## src/rtl/cpu_pkg.sv

```systemverilog
// ============================================================================
// cpu_pkg : shared widths, frame constants and loader state encoding
// Rev 1.0 : initial release
// ============================================================================
`default_nettype none

package cpu_pkg;

    localparam int ADDR_W    = 4;
    localparam int DATA_W    = 8;
    localparam int MEM_DEPTH = 16;

    localparam logic [DATA_W-1:0] SYNC_BYTE = 8'hA5;

    typedef enum logic [2:0] {
        ST_IDLE = 3'd0,
        ST_LEN  = 3'd1,
        ST_DATA = 3'd2,
        ST_CSUM = 3'd3,
        ST_RUN  = 3'd4,
        ST_ERR  = 3'd5
    } loader_state_t;

endpackage : cpu_pkg

`default_nettype wire

```

## src/rtl/prog_loader.sv

```systemverilog
// ============================================================================
// prog_loader : framed byte-stream program loader with XOR checksum check
// Rev 1.0 : initial release
// ============================================================================
`default_nettype none

module prog_loader #(
    parameter int                 MEM_DEPTH = 16,
    parameter int                 ADDR_W    = 4,
    parameter int                 DATA_W    = 8,
    parameter logic [DATA_W-1:0]  SYNC_BYTE = 8'hA5
) (
    input  logic              clk,
    input  logic              rst,
    input  logic              in_valid,
    input  logic [DATA_W-1:0] in_data,
    output logic              in_ready,
    output logic              mem_we,
    output logic [ADDR_W-1:0] mem_addr,
    output logic [DATA_W-1:0] mem_wdata,
    output logic              cpu_run,
    output logic              load_done,
    output logic              load_err,
    output logic [ADDR_W:0]   loaded_len
);

    import cpu_pkg::*;

    loader_state_t      r_state;
    logic [ADDR_W:0]    r_len;
    logic [ADDR_W-1:0]  r_idx;
    logic [DATA_W-1:0]  r_csum;

    logic               w_accept;
    logic               w_is_sync;
    logic               w_len_bad;
    logic               w_last;

    assign w_accept  = in_valid && in_ready;
    assign w_is_sync = (in_data == SYNC_BYTE);
    assign w_len_bad = (in_data == '0) || (in_data > DATA_W'(MEM_DEPTH));
    // Address counter stops at LEN-1; that byte closes the payload.
    assign w_last    = (({1'b0, r_idx} + (ADDR_W+1)'(1)) == r_len);

    always_ff @(posedge clk or posedge rst) begin
        if (rst) begin
            r_state    <= ST_IDLE;
            r_len      <= '0;
            r_idx      <= '0;
            r_csum     <= '0;
            in_ready   <= 1'b0;
            mem_we     <= 1'b0;
            mem_addr   <= '0;
            mem_wdata  <= '0;
            cpu_run    <= 1'b0;
            load_done  <= 1'b0;
            load_err   <= 1'b0;
            loaded_len <= '0;
        end else begin
            in_ready  <= 1'b1;
            mem_we    <= 1'b0;
            load_done <= 1'b0;
            if (w_accept) begin
                case (r_state)
                    ST_IDLE: begin
                        if (w_is_sync) begin
                            r_state <= ST_LEN;
                        end
                    end
                    ST_LEN: begin
                        if (w_len_bad) begin
                            r_state  <= ST_ERR;
                            load_err <= 1'b1;
                        end else begin
                            r_len   <= in_data[ADDR_W:0];
                            r_idx   <= '0;
                            r_csum  <= '0;
                            r_state <= ST_DATA;
                        end
                    end
                    ST_DATA: begin
                        mem_we    <= 1'b1;
                        mem_addr  <= r_idx;
                        mem_wdata <= in_data;
                        r_csum    <= r_csum ^ in_data;
                        if (w_last) begin
                            r_state <= ST_CSUM;
                        end else begin
                            r_idx <= r_idx + ADDR_W'(1);
                        end
                    end
                    ST_CSUM: begin
                        if (in_data == r_csum) begin
                            r_state    <= ST_RUN;
                            cpu_run    <= 1'b1;
                            load_done  <= 1'b1;
                            loaded_len <= r_len;
                            load_err   <= 1'b0;
                        end else begin
                            r_state  <= ST_ERR;
                            load_err <= 1'b1;
                        end
                    end
                    ST_RUN: begin
                        // A new header takes the memory back from the CPU.
                        if (w_is_sync) begin
                            cpu_run <= 1'b0;
                            r_state <= ST_LEN;
                        end
                    end
                    ST_ERR: begin
                        if (w_is_sync) begin
                            r_state <= ST_LEN;
                        end
                    end
                    default: r_state <= ST_IDLE;
                endcase
            end
        end
    end

endmodule : prog_loader

`default_nettype wire

```

## config.mk

```make
export PLATFORM = sky130hd
export DESIGN_NAME = prog_loader
export DESIGN_NICKNAME = d
export VERILOG_FILES = /design/src/rtl/cpu_pkg.sv /design/src/rtl/prog_loader.sv
export SDC_FILE = /design/constraint.sdc
export NUM_CORES = 1
export LEC_CHECK = 0
export CORE_ASPECT_RATIO = 0.7
export CORE_UTILIZATION = 48
export CTS_CLUSTER_DIAMETER = 30
export DETAILED_ROUTE_END_ITERATION = 10
export PLACE_DENSITY = 0.78
export REMOVE_ABC_BUFFERS = 1
export SETUP_SLACK_MARGIN = 0.3
export SLEW_MARGIN = 10
export SYNTH_ARGS = -nofsm -noshare
export SYNTH_HDL_FRONTEND = slang
export SYNTH_SLANG_ARGS = --single-unit
```

## constraint.sdc

```tcl
create_clock -name clk -period 2.2 [get_ports clk]
set_clock_uncertainty 0.15 [all_clocks]
set_input_delay 0.55 -clock clk [delete_from_list [all_inputs] [get_ports clk]]
set_output_delay 0.55 -clock clk [all_outputs]
set_load 0.01 [all_outputs]
```

==> results by group <==
Critical path
  – Kind of critical path: input pin to flip-flop
  – Buffers and inverters on the worst path: 1
  – Most used cell, CP: or4_4
  – FF-to-FF setup slack: 0.14 ns
  – Critical path's top delay family: simple AND/OR/NAND/NOR gates
  – CP Capture Type: flip-flop
  – Reg-to-Reg Start: r_state[1]
  – Startpoint Class: input pin
  – CP cell instances: buf_6 > or4_4 > or4_4 > mux2_4
  – Reg2Reg Depth: 3
  – RR Endpoint: r_len[4]
  – CP required: 2.24 ns
  – Crit path max-delay cell type: or4_4
  – Crit path DAT: 2.11 ns
  – Critical Path Max Stage Delay: 0.59 ns
  – Worst Path Max Fanout: 6

Pwr
  – Clock share of power: 16.4%
  – Cell internal pwr: 2080 uW
  – Leakage: 0.00153 uW
  – Sw frac: 36.2%
  – Seq pwr share: 39.3%
  – Peak VDD IR: 0.000790 V
  – Gate power share: 44.3%
  – P_sw: 1180 uW
  – Total power: 3250 uW
  – Pwr dens: 1100 mW/mm2

Die
  – Top Ports: 33
  – Starting density of the core: 51.1%
  – Die ar.: 0.00452 mm2
  – Die Wd: 80.0 um
  – Core area: 0.00399 mm2
  – Die Span Y: 56.6 um
  – Standard-cell rows: 19

Min path
  – Worst Hold Class: flip-flop to flip-flop
  – WHS Path Cells: 2
  – Hold Path End: mem_addr[0]
  – HP Start: mem_addr[0]

Synthesis
  – Ys flop type: dfrtp_1
  – Sequential fraction of the synthesis area: 51.5%
  – Area leader, netlist: dfrtp_1
  – Post-synthesis cell area: 0.00204 mm2
  – Post-synth EDFFs: 0
  – Ranking of synthesized cells by area: dfrtp_1, nand2_1, xnor2_1
  – Yosys warning total: 0
  – Post-synthesis cell type count: 42
  – Synth Instances: 204
  – Ys async rst share: 100%
  – Mean post-synth cell area: 10.0 um2
  – Post-synthesis sequential element count: 42
  – Area share of the largest cell type after synthesis: 51.5%

Clocking
  – CTS tree: built
  – CTS max path bufs: 2
  – Num Clock Sinks: 42
  – CTS H-tree depth: 2
  – Worst-Skew Late Latency: 0.30 ns
  – Clk slew on worst S/H paths: 0.08 ns
  – Cts bufs inserted: 5
  – Hold_buf cts: 0
  – Clock root buffer: clkbuf_8

GRT
  – Total track usage: 25.0%
  – Vias in the first global route: 1691
  – First-pass GRT wire length: 8.33 mm
  – GRT Residual Overflow: 0
  – Pin count of the biggest net entering global routing: 43
  – Initial antenna violation count: 0

STA
  – F_max: 484 MHz
  – Unrepaired setup endpoints after global routing: true
  – # setup viols final: 0
  – Post-layout minimum cycle time: 2.07 ns
  – Final Max Tran Viols: 0
  – Worst setup margin: 0.134 ns
  – Final hold vios: 0
  – Tcrit/Tclk final: 93.9%

Status
  – Outcome: finished clean

Routing
  – Remaining antenna violation count: 0
  – Pre-antenna DRT Iters: 5
  – Final WL: 5.17 mm
  – Routed WL per cell: 16.0 um
  – Vias per std cell: 5.41
  – Drt drc: 0
  – Via count: 1749
  – Starting DRT DRC Count: 126

Cells and area
  – Commonest non-fill, non-tap cell in the layout: nand2_1
  – Final-layout fill cell count: 279
  – Layout Cells excl Fill: 323
  – Share of cells above drive strength 1: 34.3%
  – Final net count: 282
  – Ant diodes: 0
  – P&R area growth vs syn: 44.9%
  – Most frequent cells in the layout: nand2_1, dfrtp_1, buf_4

Placement
  – Setup Slack @ Placement: -0.603 ns
  – Post-DP HPWL: 3.13 mm
  – Final GP Congestion: 0.878
  – Cells after DPL: 303
  – Buffers added on ports: 32

Run
  – Max cap viols: 0
[how the worst max path moves through the flow]
stage                     startpoint         to  cells past startpoint
after global placement    in_data[7]  r_csum[7]                      5
final                     in_data[6]   r_len[4]                      4
after CTS                 in_data[6]   r_len[0]                      4
after detailed placement  in_data[1]  r_csum[5]                      6
after floorplan           r_state[2]   r_idx[3]                      5
after global routing      in_data[0]   r_len[4]                      5
[area by class of cell]
cell class	instances	area (um2)	area share (%)
tap	52	65.1	2.20
sequential	42	1050	35.6
timing repair buffer	66	609	20.6
multi-input combinational	150	1120	37.7
clock buffer	6	82.6	2.79
inverter	5	18.8	0.634
clock inverter	2	12.5	0.423
[synthesized netlist by cell type (2+ instances only)]
library cell and count:
nand2_1 48, dfrtp_1 42, xnor2_1 11, a21oi_1 8, a31oi_1 8, o21ai_0 7, nor2_1 6, or2_2 6
clkbuf_1 5, inv_1 5, mux2_2 5, mux2_4 5, nand2b_1 3, nand3_1 3, nand4_1 3, nor2b_1 3
or4_1 3, xor2_1 3, a211oi_1 2, and3b_1 2, buf_2 2, mux2i_1 2, nor3b_1 2, o211ai_1 2
[through the flow]
stage / utilization, % / hold WS, ns / cell area (um2) / TNS (ns)
floorplan: - / 0.321 / 2000 / -0.198
finish: 74.1 / 0.328 / 2960 / 0
detailed placement: 65.0 / 0.314 / 2600 / -12.84
global route: 74.1 / 0.347 / 2960 / 0
global placement: 65.0 / 0.309 / 2600 / -11.90
CTS: 71.5 / 0.333 / 2860 / 0
[power groups by stage]
stage	clock, uW	combinational [uW]	sequential [uW]
floorplan	0	604	1280
global placement	0	1150	1240
detailed placement	0	1180	1250
CTS	540	1320	1260
global route	588	1550	1310
finish	533	1440	1280
[flip-flops by register name (all words and copies together) (netlist names)]
signal / cells
mem_wdata: 8
r_csum: 8
loaded_len: 5
r_len: 5
mem_addr: 4
r_idx: 4
r_state: 3
cpu_run: 1
in_ready: 1
load_done: 1
load_err: 1
mem_we: 1
[repair_timing]
item / in CTS / in global routing
gates resized for setup: 70 / 23
pin swaps: 19 / 6
gates cloned: 1 / 0
buffers inserted: 8 / 3
endpoints found under the setup margin: 40 / 38
[worst min-delay path, stage by stage, from the launching register on]
cell	delay, ns
dfrtp_1	0.34
nand2_1	0.05
nand2_1	0.06
[per-layer routing]
metal / track usage (%) / wire, um
met5: 0 / 0
met4: 8.67 / 59
met3: 8.29 / 334
met2: 35.3 / 2370
met1: 36.1 / 2410
[kinds of logic after synthesis]
| group | Yosys count | share of synthesized area [%] |
|---|---|---|
| DFF | 42 | 51.5 |
| muxes | 12 | 7.41 |
| adders and majority gates | 1 | 0.613 |
| other | 1 | 0.184 |
| xor gates and xnor gates | 14 | 6.01 |
| and+or+nand+nor | 86 | 20.5 |
| buffers and inverters | 13 | 2.88 |
| AOI/OAI and AO/OA | 35 | 10.9 |
Power figures use the tool's default switching activity.
